## config.mk

```make
export PLATFORM = sky130hd
export DESIGN_NAME = mult_div_unit
export DESIGN_NICKNAME = d
export VERILOG_FILES = /design/src/rtl/mips_pkg.sv /design/src/rtl/mdu_div_step.sv /design/src/rtl/mult_div_unit.sv
export SDC_FILE = /design/constraint.sdc
export NUM_CORES = 1
export LEC_CHECK = 0
export ABC_AREA = 0
export BUFFER_PORTS_ARGS = -buffer_cell sky130_fd_sc_hd__buf_4
export CORE_AREA = 10 10 192 194
export DETAILED_ROUTE_END_ITERATION = 16
export DIE_AREA = 0 0 202 204
export PLACE_DENSITY_LB_ADDON = 0.3
export SLEW_MARGIN = 25
export SYNTH_ARGS = -nofsm -noshare
export SYNTH_HDL_FRONTEND = slang
export SYNTH_HIERARCHICAL = 1
export SYNTH_SLANG_ARGS = --single-unit
```

## constraint.sdc

```tcl
create_clock -name clk -period 3.9 [get_ports clk]
set_input_delay 0.195 -clock clk [delete_from_list [all_inputs] [get_ports clk]]
set_output_delay 0.195 -clock clk [all_outputs]
set_load 0.02 [all_outputs]
```

## src/rtl/mips_pkg.sv

```systemverilog
// Shared MIPS execute-stage definitions: operand width, ALU control codes and the
// multiply/divide unit state encoding.
package mips_pkg;

  localparam int XLEN  = 32;
  localparam int CNT_W = 6;

  localparam logic [3:0] ALU_CTRL_MULT = 4'b0101;
  localparam logic [3:0] ALU_CTRL_DIV  = 4'b1011;

  typedef enum logic [1:0] {
    IDLE,
    MUL,
    DIV,
    FINISH
  } mdu_state_t;

  // Two's-complement magnitude; -2^(XLEN-1) maps to its unsigned bit pattern.
  function automatic logic [XLEN-1:0] abs_val(input logic [XLEN-1:0] v);
    return v[XLEN-1] ? -v : v;
  endfunction

endpackage

```

## src/rtl/mdu_div_step.sv

```systemverilog
// One restoring-division step: shift in the next dividend bit and subtract the
// divisor when it fits. A zero divisor always "fits", so the remainder collects the dividend.
module mdu_div_step
  import mips_pkg::*;
(
  input  logic [XLEN-1:0] rem,
  input  logic            dividend_bit,
  input  logic [XLEN-1:0] divisor,
  output logic [XLEN-1:0] rem_next,
  output logic            q_bit
);

  logic [XLEN:0] shifted;
  logic [XLEN:0] diff;

  assign shifted  = {rem, dividend_bit};
  assign diff     = shifted - {1'b0, divisor};
  assign q_bit    = (shifted >= {1'b0, divisor});
  assign rem_next = q_bit ? diff[XLEN-1:0] : shifted[XLEN-1:0];

endmodule

```

## src/rtl/mult_div_unit.sv

```systemverilog
// Iterative signed MULT/DIV unit owning the HI/LO registers, with MTHI/MTLO writes.
// Define MDU_FAST_MULT_EN to replace the shift-add multiply with a single-cycle multiply.
module mult_div_unit
  import mips_pkg::*;
(
  input  logic            clk,
  input  logic            reset,
  input  logic            start,
  input  logic [3:0]      alu_control,
  input  logic [XLEN-1:0] rs_val,
  input  logic [XLEN-1:0] rt_val,
  input  logic            hi_we,
  input  logic            lo_we,
  input  logic [XLEN-1:0] wdata,
  output logic            busy,
  output logic            done,
  output logic [XLEN-1:0] hi,
  output logic [XLEN-1:0] lo
);

  mdu_state_t state, state_next;

  logic [CNT_W-1:0]  count;
  logic [2*XLEN-1:0] prod;
  logic [XLEN-1:0]   op_b;
  logic              rs_neg, rt_neg, is_div, div_zero;
  logic              accept;
  logic [XLEN-1:0]   rem_next;
  logic              q_bit;
  logic [2*XLEN-1:0] mul_res;
  logic [XLEN-1:0]   quo_res, rem_res;

  // DIV reuses the product register: upper half is the remainder, lower half
  // shifts the dividend out while the quotient shifts in.
  mdu_div_step u_div_step (
    .rem          (prod[2*XLEN-1:XLEN]),
    .dividend_bit (prod[XLEN-1]),
    .divisor      (op_b),
    .rem_next     (rem_next),
    .q_bit        (q_bit)
  );

  always_ff @(posedge clk) begin
    if (reset) state <= IDLE;
    else       state <= state_next;
  end

  always_comb begin
    state_next = state;
    accept     = 1'b0;
    case (state)
      IDLE: begin
        if (start && (alu_control == ALU_CTRL_MULT || alu_control == ALU_CTRL_DIV)) begin
          accept     = 1'b1;
          state_next = (alu_control == ALU_CTRL_MULT) ? MUL : DIV;
        end
      end
`ifdef MDU_FAST_MULT_EN
      MUL:     state_next = FINISH;
`else
      MUL:     if (count == CNT_W'(XLEN-1)) state_next = FINISH;
`endif
      DIV:     if (count == CNT_W'(XLEN-1)) state_next = FINISH;
      FINISH:  state_next = IDLE;
      default: state_next = IDLE;
    endcase
  end

  assign busy = (state != IDLE);

  always_comb begin
    mul_res = (rs_neg ^ rt_neg) ? -prod : prod;
    quo_res = (rs_neg ^ rt_neg) ? -prod[XLEN-1:0] : prod[XLEN-1:0];
    if (div_zero) quo_res = '1;
    rem_res = rs_neg ? -prod[2*XLEN-1:XLEN] : prod[2*XLEN-1:XLEN];
  end

`ifndef MDU_FAST_MULT_EN
  logic [XLEN:0] mul_sum;
  assign mul_sum = {1'b0, prod[2*XLEN-1:XLEN]} + (prod[0] ? {1'b0, op_b} : '0);
`endif

  always_ff @(posedge clk) begin
    if (reset) begin
      hi       <= '0;
      lo       <= '0;
      done     <= 1'b0;
      count    <= '0;
      prod     <= '0;
      op_b     <= '0;
      rs_neg   <= 1'b0;
      rt_neg   <= 1'b0;
      is_div   <= 1'b0;
      div_zero <= 1'b0;
    end else begin
      done <= 1'b0;
      case (state)
        IDLE: begin
          if (hi_we) hi <= wdata;
          if (lo_we) lo <= wdata;
          if (accept) begin
            prod     <= {{XLEN{1'b0}}, abs_val(rs_val)};
            op_b     <= abs_val(rt_val);
            rs_neg   <= rs_val[XLEN-1];
            rt_neg   <= rt_val[XLEN-1];
            is_div   <= (alu_control == ALU_CTRL_DIV);
            div_zero <= (rt_val == '0);
            count    <= '0;
          end
        end
        MUL: begin
`ifdef MDU_FAST_MULT_EN
          prod <= {{XLEN{1'b0}}, prod[XLEN-1:0]} * {{XLEN{1'b0}}, op_b};
`else
          prod <= {mul_sum, prod[XLEN-1:1]};
`endif
          count <= count + CNT_W'(1);
        end
        DIV: begin
          prod  <= {rem_next, prod[XLEN-2:0], q_bit};
          count <= count + CNT_W'(1);
        end
        FINISH: begin
          if (is_div) {hi, lo} <= {rem_res, quo_res};
          else        {hi, lo} <= mul_res;
          done <= 1'b1;
        end
        default: ;
      endcase
    end
  end

endmodule

```

# Yosys cells after proc, flatten, opt, wreduce, memory -nomap -nowiden
# Cells that the tools add are included.
[totals]
register_bits = 173
in_bits = 105
out_inout_bits = 66
wordCells = 72
[op_classes]
n_addsub = 8
magnitude_cmp = 1
n_eq_ne = 11
n_mux = 25
bitwise = 1
reduce_logical = 15
[ops]
columns = ["op", "n"]
rows = [
  ["$mux 32", 11],
  ["$pmux 64 s3", 1],
  ["$mux 64", 2],
  ["$neg 32->32", 4],
  ["$pmux 32 s2", 2],
  ["$neg 64->64", 1],
  ["$add 32x32->33", 1],
  ["$ge 33x32->1", 1],
  ["$logic_not 32->1", 1],
  ["$sub 32x32->32", 1],
  ["$pmux 6 s2", 1],
  ["$reduce_and 2->1", 6],
  ["$ne 2x2->1 const B", 4],
  ["$add 6x1->6 const B", 1],
  ["$eq 6x5->1 const B", 1],
  ["$mux 2", 3],
  ["$mux 6", 1],
  ["$pmux 2 s3", 1],
  ["$reduce_bool 2->1", 3],
  ["$eq 2x2->1 const B", 2],
  ["$eq 4x3->1 const B", 1],
  ["$eq 4x4->1 const B", 1],
  ["$mux 1", 3],
  ["$reduce_bool 3->1", 1],
  ["7 further kinds", 7],
]

# Logic depth before layout (Yosys ltp)
# Gate-level depths: netlist (run 1).
[logic_depth]
depth_word = 7
mapped_depth = 18
mapped_depth_nobuf = 15

# By module
# Netlist (run 1), hierarchy kept.
[modules_own_cells]
columns = ["module", "instances", "cells_per_inst", "area_per_inst_um2", "seq_area_each_um2"]
rows = [
  ["mult_div_unit", 1, 1611, 12389.4, 3463.3],
  ["mdu_div_step", 1, 323, 2331.0, 0.0],
]

# Least setup slack after synthesis (run 1)
# No wires, ideal clock.
[synth_timing]
path_kind = "flip-flop to flip-flop"
startpoint = "register prod[38]"
endpoint = "register prod[62]"
setup_time_ps = 140
t_arrival_ps = 3195
required_time_ps = 3760
slack_ps = 565
path_stages_with_launch = 16
path_buffers = 2
period_less_slack_ps = 3335
path_cell_list = "dfxtp_1 -> ha_1 -> a21oi_2 -> a211oi_1 -> or3_4 -> nor4b_4 -> o21ai_2 -> a31oi_4 -> o21a_4 -> inv_2 -> buf_6 -> buf_12 -> mux2_4 -> a22oi_1 -> o32a_1 -> o311ai_0"
[synth_via]
elab_chain_len = 3
elab_cells_between_ends = 5
cone_classes = "add/sub: 2; order compare: 1; mux: 2"
[synth_lines]
columns = ["element", "line", "text"]
rows = [
  ["from (decl)", "mult_div_unit.sv:24", "logic [2*XLEN-1:0] prod;"],
  ["from (signal assigned)", "mult_div_unit.sv:102", "prod <= {{XLEN{1'b0}}, abs_val(rs_val)};"],
  ["from (signal assigned)", "mult_div_unit.sv:115", "prod <= {mul_sum, prod[XLEN-1:1]};"],
  ["from (signal assigned)", "mult_div_unit.sv:120", "prod <= {rem_next, prod[XLEN-2:0], q_bit};"],
  ["$ge 33x32->1", "mdu_div_step.sv:18", "assign q_bit = (shifted >= {1'b0, divisor});"],
  ["net q_bit", "mult_div_unit.sv:29", "logic q_bit;"],
  ["$mux 32", "mdu_div_step.sv:19", "assign rem_next = q_bit ? diff[XLEN-1:0] : shifted[XLEN-1:0];"],
  ["net rem_next[30]", "mult_div_unit.sv:28", "logic [XLEN-1:0] rem_next;"],
  ["$pmux 64 s3", "mult_div_unit.sv:97", "case (state)"],
]
# The timed path passes the listed nets, and every way through them passes these cells.
# A chain may end at the register's enable or synchronous reset.

# Worst setup path after layout (run 1)
[layout_timing]
startpoint = "register prod[31]"
endpoint = "register prod[62]"
[layout_via]
elab_chain_len = 3
elab_cells_between_ends = 4
cone_classes = "add/sub: 1; order compare: 1; mux: 2"
[layout_lines]
columns = ["element", "line"]
rows = [
  ["$sub 32x32->32 or $ge 33x32->1 (tied branches)", "mdu_div_step.sv:17, mdu_div_step.sv:18"],
  ["$mux 32 *", "mdu_div_step.sv:19"],
  ["net rem_next[30]", "mult_div_unit.sv:28"],
  ["$pmux 64 s3 *", "mult_div_unit.sv:97"],
]
# Mark *: on every way through the listed nets, which the timed path passes. The rest lies on a longest branch.

==> flow_summary.ini, run 1 <==
[run_status]
outcome = complete, no violations

[synthesis]
synthCells = 1934
synth-warning-count = 6
avgSynthCellArea_um2 = 7.61
ys_seq_area_share_pct = 23.5
synth_area_mm2 = 0.0147
synth_edf_count = 0
synth.distinct_cells = 88
synth-async-reset-ratio_pct = 0
ys.flop_type = dfxtp_1
synth.net_count = 2115
ys_ff_latch = 173

[place]
dpl.hpwl_mm = 42.4
portBuffers = 170
pre_cts_ws_ns = 0.116
gp_routability_congestion = 0.994
placed_area_mm2 = 0.0167

[sta]
finClkSkew_ns = 0.0226
fin_crit_ns = 3.65
hold_viol = 0
tightest_slew_ns = 0.989
maxSlewHeadroom_pct = 33.9
finalSetupTns_ns = 0
setup_slack_ns = 0.254
drv_slew = 0
finalCritPeriodShare_pct = 93.5
fmax_mhz = 274
finalSetupViolations = 0
rsz0062_at_grt = no

[clock_tree]
cts.sinks = 173
cts_buffer_depth = 2
cts_inserted_buffers = 17
post_cts_buffers = 0
cts_tree = yes
clockRootBuffer = clkbuf_16
h-tree-depth = 4
clk_latency_ns = 0.46
clk_pin_slew_worst_paths_ns = 0.08

[power]
sw_frac_of_total_pct = 41.2
switchingPower_w = 0.00281
comb_power_share_pct = 42.7
internal-power_w = 0.00402
clock_power_share_pct = 26.2
seqPwrFrac_pct = 31.1
ir_drop_mv = 0.375
p_per_area_mw_per_mm2 = 396
p_leak_nw = 7.04

[detailed_routing]
finalWirelength_mm = 54.6
via_count = 15700
dr.pass1.iters = 6
ant_nets = 0
drt_iter0_drc = 1418
drc = 0
vias_per_cell = 6.22
wl_per_cell_um = 21.6

[global_route]
grt_pass1_wl_mm = 85.4
grt_max_degree = 106
first_global_vias = 15000
grt-ovfl-total = 0
antenna_found_initial = 0
track_usage_pct = 25.7

[setup_path]
cp-end-kind = register
reg2reg_depth = 15
required_ns = 4.26
crit_path_cell_trace = inv_1, ha_1, fa_1, nor2b_1, o31a_1, o21ai_0, o31ai_1, buf_4, a21oi_1, or3b_2, nand3_1, mux2_4, a22oi_1, o32a_1, o311ai_0
slowest_delay_ns = 0.52
critical_path_class = register to register
cp_slowest_cell = dfxtp_1
start_kind = register
critPathMaxFanout = 6
arrival_ns = 4.00

[flow_run]
maxCapViolCount = 0

[floorplanning]
coreArea_mm2 = 0.0331
io_pins = 171
die-area_mm2 = 0.0412
num_rows = 67
die_w_um = 202
dieHeight_um = 204
initial_core_util_pct = 44.5

[final_layout]
regArea_mm2 = 0.00346
final_common_cell = buf_4
num_antenna_cells = 0
mostFrequentLayoutCells = buf_4, dfxtp_1, nand2_1
fin_nets = 2247
drive_gt1_share_pct = 17.3
n_fill_cell = 3225
multi_input_area_mm2 = 0.0105
fin_area_mm2 = 0.0173
area_growth_pct = 17.3

[min_path]
hold_depth = 3
hp-class = primary input to register
worst max-delay path: cells and delay by family (launching register included):
| family | cells | cell delay [ns] |
|---|---|---|
| fa+ha+maj | 2 | 0.64 |
| compound gates | 7 | 1.12 |
| flops | 1 | 0.52 |
| buf+inv | 2 | 0.29 |
| mux | 1 | 0.15 |
| simple gates | 3 | 0.82 |
stage by stage:
step | std cells | hold slack (ns) | total power [W] | utilization, %
5_1_grt | 2527 | 0.0658 | 0.00717 | 52.2
3_3_place_gp | 2494 | 0.441 | 0.00497 | 50.3
3_5_place_dp | 2494 | 0.445 | 0.00501 | 50.3
2_1_floorplan | 1934 | 0.331 | 0.00408 | -
4_1_cts | 2527 | 0.0326 | 0.00681 | 52.1
6_report | 2527 | 0.0529 | 0.00683 | 52.2
per-layer routing:
metal  wire length [µm]  part of all wire, %  GRT usage, %
met1              24800                   45          34.9
met2              23800                   44          39.9
met3               4170                  7.6          4.17
met4               1910                  3.5          10.0
met5                  0                    0             0
power groups by stage:
| stage | combinational, W | clock [W] | sequential (W) |
|---|---|---|---|
| floorplan | 0.00193 | 0 | 0.00215 |
| finish | 0.00292 | 0.00179 | 0.00212 |
| detailed placement | 0.00285 | 0 | 0.00215 |
| global placement | 0.00282 | 0 | 0.00215 |
| global route | 0.00316 | 0.00187 | 0.00214 |
| CTS | 0.00287 | 0.00183 | 0.00211 |
Yosys cell counts, drive strengths merged, types with 26 or more instances:
cell type | n | area (µm²)
o21ai | 97 | 489
and2 | 36 | 225
nor3 | 53 | 265
o221ai | 31 | 272
nor2 | 167 | 627
xnor2 | 90 | 788
nor4 | 32 | 206
ha | 74 | 926
inv | 69 | 259
mux2 | 29 | 360
dfxtp | 173 | 3460
a21oi | 171 | 860
a21o | 29 | 218
nand3 | 30 | 150
nand2 | 169 | 634
a22oi | 29 | 218
a211oi | 43 | 323
o31ai | 30 | 244
clkbuf | 126 | 473
xor2 | 78 | 683
nand4 | 26 | 163
layout make-up:
class,instances,share of cell area (%)
Clock inverter,15,0.993
Sequential cell,173,20.1
Inverter,69,1.51
Multi-Input combinational cell,1551,60.5
Timing Repair Buffer,254,11.2
Clock buffer,17,2.46
Tap cell,448,3.25
registers in the layout (all words and copies together) (netlist names):
signal,count
rs_neg,1
prod,64
div_zero,1
lo,32
op_b,32
is_div,1
hi,32
done,1
rt_neg,1
state,2
count,6
timing repair:
action	CTS	global route
hold buffers	1	0
endpoints found under the hold margin	1	0
endpoints found under the setup margin	0	23
gates resized for setup	0	3
cells by family after synthesis:
logic type / share of synthesized area [%]
AO/OA/AOI/OAI: 29.7
XOR/XNOR: 10.0
adder cells (fa/ha/maj): 6.56
buffers and inverters: 5.65
flip-flops: 23.5
multiplexers: 3.47
AND/OR/NAND/NOR: 21.1
worst paths after layout:
kind	start	slack [ns]	to
max	prod[31]	0.25	prod[62]
min	wdata[25]	0.05	hi[25]
max reg2reg	prod[31]	0.25	prod[62]
min reg2reg	lo[14]	0.45	lo[14]
(Power assumes the default switching activity.)
==> run 2, diff against run 1 <==
- CORE_AREA: 10 10 192 194 -> 10 10 168 170
- DIE_AREA: 0 0 202 204 -> 0 0 178 180
==> run 2 against run 1 <==
Register-to-register slack lost 0.15 ns. Wire length is 4.5% lower. Worst hold slack lost 0.031 ns. Critical path type unchanged. Highest routed layer unchanged. Sequential power is essentially flat. Clock-buffer cell count did not move. Critical endpoint unchanged. Flip-flop and latch count unchanged.
==> flow_summary.ini, run 2 (synthesis gave the netlist of run 1 again) <==
[run_status]
outcome = complete, no violations

[sta]
finalSetupViolations = 0
drv_slew = 0
tightest_slew_ns = 0.991
finClkSkew_ns = 0.0159
fin_crit_ns = 3.80
finalCritPeriodShare_pct = 97.4
finalSetupTns_ns = 0
hold_viol = 0
rsz0062_at_grt = no
maxSlewHeadroom_pct = 33.8
fmax_mhz = 263
setup_slack_ns = 0.102

[setup_path]
reg2reg_from = op_b[9]
reg2reg_depth = 15
critical_path_class = register to register
startpoint = op_b[9]
start_kind = register
r2r_slack_ns = 0.10
required_ns = 4.19
critPathMaxFanout = 19
cp-end-kind = register
arrival_ns = 4.09
rr_endpoint = prod[62]

[power]
finalPower_w = 0.00680
switchingPower_w = 0.00284
p_per_area_mw_per_mm2 = 400
ir_drop_mv = 0.357
p_leak_nw = 6.97
clock_power_share_pct = 25.4
sw_frac_of_total_pct = 41.8
comb_power_share_pct = 43.3
seqPwrFrac_pct = 31.3
internal-power_w = 0.00395

[place]
gp_routability_congestion = 1.03
dpl.hpwl_mm = 40.1
portBuffers = 170
pre_cts_ws_ns = 0.232

[floorplanning]
die_w_um = 178
num_rows = 58
io_pins = 171
die-area_mm2 = 0.0320
dieHeight_um = 180
coreArea_mm2 = 0.0249
initial_core_util_pct = 59.1

[min_path]
hold_path.startpoint = rt_val[0]
hp-class = primary input to register
holdPathEnd = op_b[0]
hold_depth = 3

[final_layout]
multi_input_area_mm2 = 0.0105
n_fill_cell = 2189
num_antenna_cells = 0
drive_gt1_share_pct = 16.8
mostFrequentLayoutCells = buf_4, dfxtp_1, nand2_1, a21oi_1, nor2_1
area_growth_pct = 15.4
regArea_mm2 = 0.00346
largest_register_ffs = 64
fin_nets = 2235
final_common_cell = buf_4
largest-register = prod

[global_route]
use_met3_pct = 5.49
grt_pass1_wl_mm = 82.2
top_usage_layer = met2
first_global_vias = 15400
grt_max_degree = 74
grtUsageMet1_pct = 38.3
grtUsageMet2_pct = 50.6
grt-ovfl-total = 0
track_usage_pct = 31.3
antenna_found_initial = 0

[flow_run]
maxCapViolCount = 0

[clock_tree]
cts_buffer_depth = 2
cts-hold-fix-buffers = 0
cts.sinks = 173
post_cts_buffers = 0
clockRootBuffer = clkbuf_16
cts_inserted_buffers = 17
clk_latency_ns = 0.44
clk_pin_slew_worst_paths_ns = 0.07
cts.repair.resized = 0
cts_tree = yes
h-tree-depth = 4

[detailed_routing]
vias_per_cell = 6.70
drt_iter0_drc = 2061
wl_per_cell_um = 21.8
drc = 0
dr.pass1.iters = 6
finalWirelength_mm = 52.2
ant_nets = 0
via_count = 16100
==> run 2: changes by cell type in the layout (fill, tap and decap cells not counted) <==
cell,delta
buf_12,-1
buf_4,-10
inv_6,+1
bufinv_16,-1
clkinvlp_4,-1
nor3_1,+1
nand2_2,+1
dlygate4sd3_1,-1
nand2_1,-1
nor3_2,-1
inv_2,+1
clkinv_2,+1
inv_4,-1
==> run 2: final cells by class <==
cell class / count / share of cell area (%)
clock buffers: 17 / 2.50
clock inverters: 15 / 0.869
inverters: 69 / 1.52
multi-input cells: 1551 / 61.5
flip-flops and latches: 173 / 20.4
well taps: 330 / 2.43
repair buffers: 242 / 10.8
==> run 2: through the flow <==
step | instance area (µm²) | util, % | cells | hold WS, ns
global route | 17000 | 68.3 | 2397 | 0.0317
global placement | 16400 | 65.9 | 2365 | 0.440
floorplan | 14700 | - | 1934 | 0.331
detailed placement | 16400 | 65.9 | 2365 | 0.447
finish | 17000 | 68.3 | 2397 | 0.0222
CTS | 17000 | 68.2 | 2397 | 0.0141
==> run 2: routing by layer <==
layer  up-vias  share of wire (%)
met5         -                  0
met4         0                5.5
met3       160                8.7
met2       844                 46
met1      7619                 40
li1       7445                  -
==> run 2: worst max-delay path by stage <==
stage	endpoint	slack [ns]	depth (start not counted)
2_1_floorplan	prod[62]	0.56	15
3_3_place_gp	prod[35]	0.34	15
3_5_place_dp	prod[62]	0.23	15
4_1_cts	prod[62]	0.20	15
5_1_grt	prod[62]	0.02	15
6_report	prod[62]	0.10	15
==> run 2: critical path: stages, from the launching register on <==
cell,delay (ns)
dfxtp_1,0.38
inv_1,0.06
ha_1,0.39
nand4_1,0.19
nor3_1,0.50
o211ai_1,0.25
nor4b_4,0.22
o21ai_2,0.18
a31oi_4,0.12
o21a_4,0.27
inv_2,0.09
buf_12,0.18
mux2_4,0.31
a22oi_1,0.18
o32a_1,0.18
o311ai_0,0.14
==> run 2: power groups by stage <==
stage / clock network (W) / logic [W] / registers, W
after floorplan: 0 / 0.00193 / 0.00215
after global placement: 0 / 0.00283 / 0.00215
after detailed placement: 0 / 0.00286 / 0.00216
after CTS: 0.00173 / 0.00288 / 0.00212
after global routing: 0.00180 / 0.00314 / 0.00215
final: 0.00173 / 0.00294 / 0.00213
==> run 3, diff against run 2 <==
- clock period: 3.9 -> 4.16 ns (I/O delays scaled with it)
==> run 3 against run 2 <==
Clock-buffer cell count did not move. Flip-flop and latch count is the same. First-iteration DRC count shrank 7.9%. Worst setup slack improved by 0.25 ns. Critical endpoint unchanged. Combinational power is 6.8% lower. Clock skew increased by 0.0039 ns. Die area stayed put. Critical path type unchanged. Largest cell class unchanged.
==> flow_summary.ini, run 3 (synthesis gave the netlist of run 1 again) <==
[clock_tree]
cts.repair.resized = 0
h-tree-depth = 4
cts_tree = yes
clockRootBuffer = clkbuf_16
cts-hold-fix-buffers = 0
cts_buffer_depth = 2
cts_inserted_buffers = 17
post_cts_buffers = 0
clk_latency_ns = 0.45
cts.sinks = 173
clk_pin_slew_worst_paths_ns = 0.08

[sta]
finalSetupViolations = 0
drv_slew = 0
hold_viol = 0
maxSlewHeadroom_pct = 31.9
fmax_mhz = 263
setup_slack_ns = 0.351
rsz0062_at_grt = no
finalCritPeriodShare_pct = 91.6
finalSetupTns_ns = 0
fin_crit_ns = 3.81
finClkSkew_ns = 0.0198
tightest_slew_ns = 1.01
whs_ns = 0.0148

[power]
sw_frac_of_total_pct = 41.9
p_per_area_mw_per_mm2 = 382
clock_power_share_pct = 26.7
switchingPower_w = 0.00271
ir_drop_mv = 0.265
p_leak_nw = 6.92
seqPwrFrac_pct = 31.0
internal-power_w = 0.00376
comb_power_share_pct = 42.3

[place]
pre_cts_ws_ns = 0.272
portBuffers = 170
gp_routability_congestion = 1.04
placed_area_mm2 = 0.0163
dpl.hpwl_mm = 41.4

[setup_path]
critPathMaxFanout = 21
cp-end-kind = register
critical_path_class = register to register
reg2reg_from = prod[43]
rr_endpoint = prod[62]
start_kind = register
reg2reg_depth = 14
r2r_slack_ns = 0.35
required_ns = 4.45
startpoint = prod[43]
arrival_ns = 4.10

[floorplanning]
io_pins = 171
num_rows = 58
die-area_mm2 = 0.0320
coreArea_mm2 = 0.0249
die_w_um = 178
dieHeight_um = 180
initial_core_util_pct = 59.1

[final_layout]
fin_nets = 2222
fin_area_mm2 = 0.0169
area_growth_pct = 15.1
n_fill_cell = 2161
mostFrequentLayoutCells = buf_4, dfxtp_1, nand2_1, a21oi_1, nor2_1
num_antenna_cells = 0
drive_gt1_share_pct = 16.4
largest_register_ffs = 64
largest-register = prod
final_common_cell = buf_4

[detailed_routing]
drc = 0
finalWirelength_mm = 53.8
routed.top_layer = met4
dr.pass1.iters = 6
drt_iter0_drc = 1898
wl_met2_mm = 24.9
via_count = 16100
wl_met1_mm = 21.2
vias_per_cell = 6.77
wl_per_cell_um = 22.6
ant_nets = 0
route.met3.wl_mm = 4.78

[min_path]
holdPathEnd = op_b[0]
hp-class = primary input to register
hold_path.startpoint = rt_val[0]
hold_depth = 3

[flow_run]
maxCapViolCount = 0

[global_route]
track_usage_pct = 32.1
grt-ovfl-total = 0
first_global_vias = 15200
grt_max_degree = 77
grt_pass1_wl_mm = 83.6
antenna_found_initial = 0

[run_status]
outcome = complete, no violations
[run 3: changes by cell type in the layout (fill, tap and decap cells not counted)]
| cell | change |
|---|---|
| clkinv_8 | +3 |
| clkinv_2 | -2 |
| bufinv_16 | +1 |
| clkinvlp_4 | -1 |
| inv_8 | -1 |
| buf_4 | -13 |
| nor3_1 | -1 |
| nor3_2 | +1 |
[run 3: per-layer routing]
layer,GRT usage (%),vias to the layer above
met4,16.4,0
li1,-,7418
met3,5.70,189
met1,39.5,7653
met2,52.3,887
met5,0,-
[run 3: worst max-delay path by stage]
stage / endpoint / slack [ns]
after floorplan: prod[62] / 0.82
after global placement: prod[62] / 0.36
after detailed placement: prod[62] / 0.27
after CTS: prod[62] / 0.24
after global routing: prod[62] / 0.18
final: prod[62] / 0.35
[run 3: power groups by stage]
stage	clock network, W	logic, W	registers, W
finish	0.00173	0.00274	0.00200
global route	0.00179	0.00292	0.00202
CTS	0.00173	0.00268	0.00199
detailed placement	0	0.00267	0.00203
global placement	0	0.00263	0.00203
floorplan	0	0.00181	0.00202
[run 3: layout make-up]
type	instances	area, µm²	area share, %
timing repair buffer	229	1730	10.2
clock inverter	15	198	1.17
multi-input combinational	1551	10500	61.7
sequential	173	3460	20.4
inverter	69	259	1.53
clock buffer	17	425	2.51
tap	330	413	2.44
[run 3: worst max-delay path, stage by stage (launching register included)]
cell      delay [ns]
dfxtp_1         0.54
ha_1            0.39
nand4_1         0.17
a211oi_1        0.06
or3_4           0.39
nor4b_4         0.39
o21ai_2         0.14
a31oi_4         0.23
o21a_4          0.22
inv_2           0.13
buf_12          0.19
mux2_4          0.30
a22oi_1         0.17
o32a_1          0.17
o311ai_0        0.13
[run 3: through the flow]
step / power, W / cells / util, %
after floorplan: 0.00382 / 1934 / -
after global placement: 0.00466 / 2352 / 65.5
after detailed placement: 0.00470 / 2352 / 65.5
after CTS: 0.00640 / 2384 / 68.1
after global routing: 0.00673 / 2384 / 68.1
final: 0.00647 / 2384 / 68.1
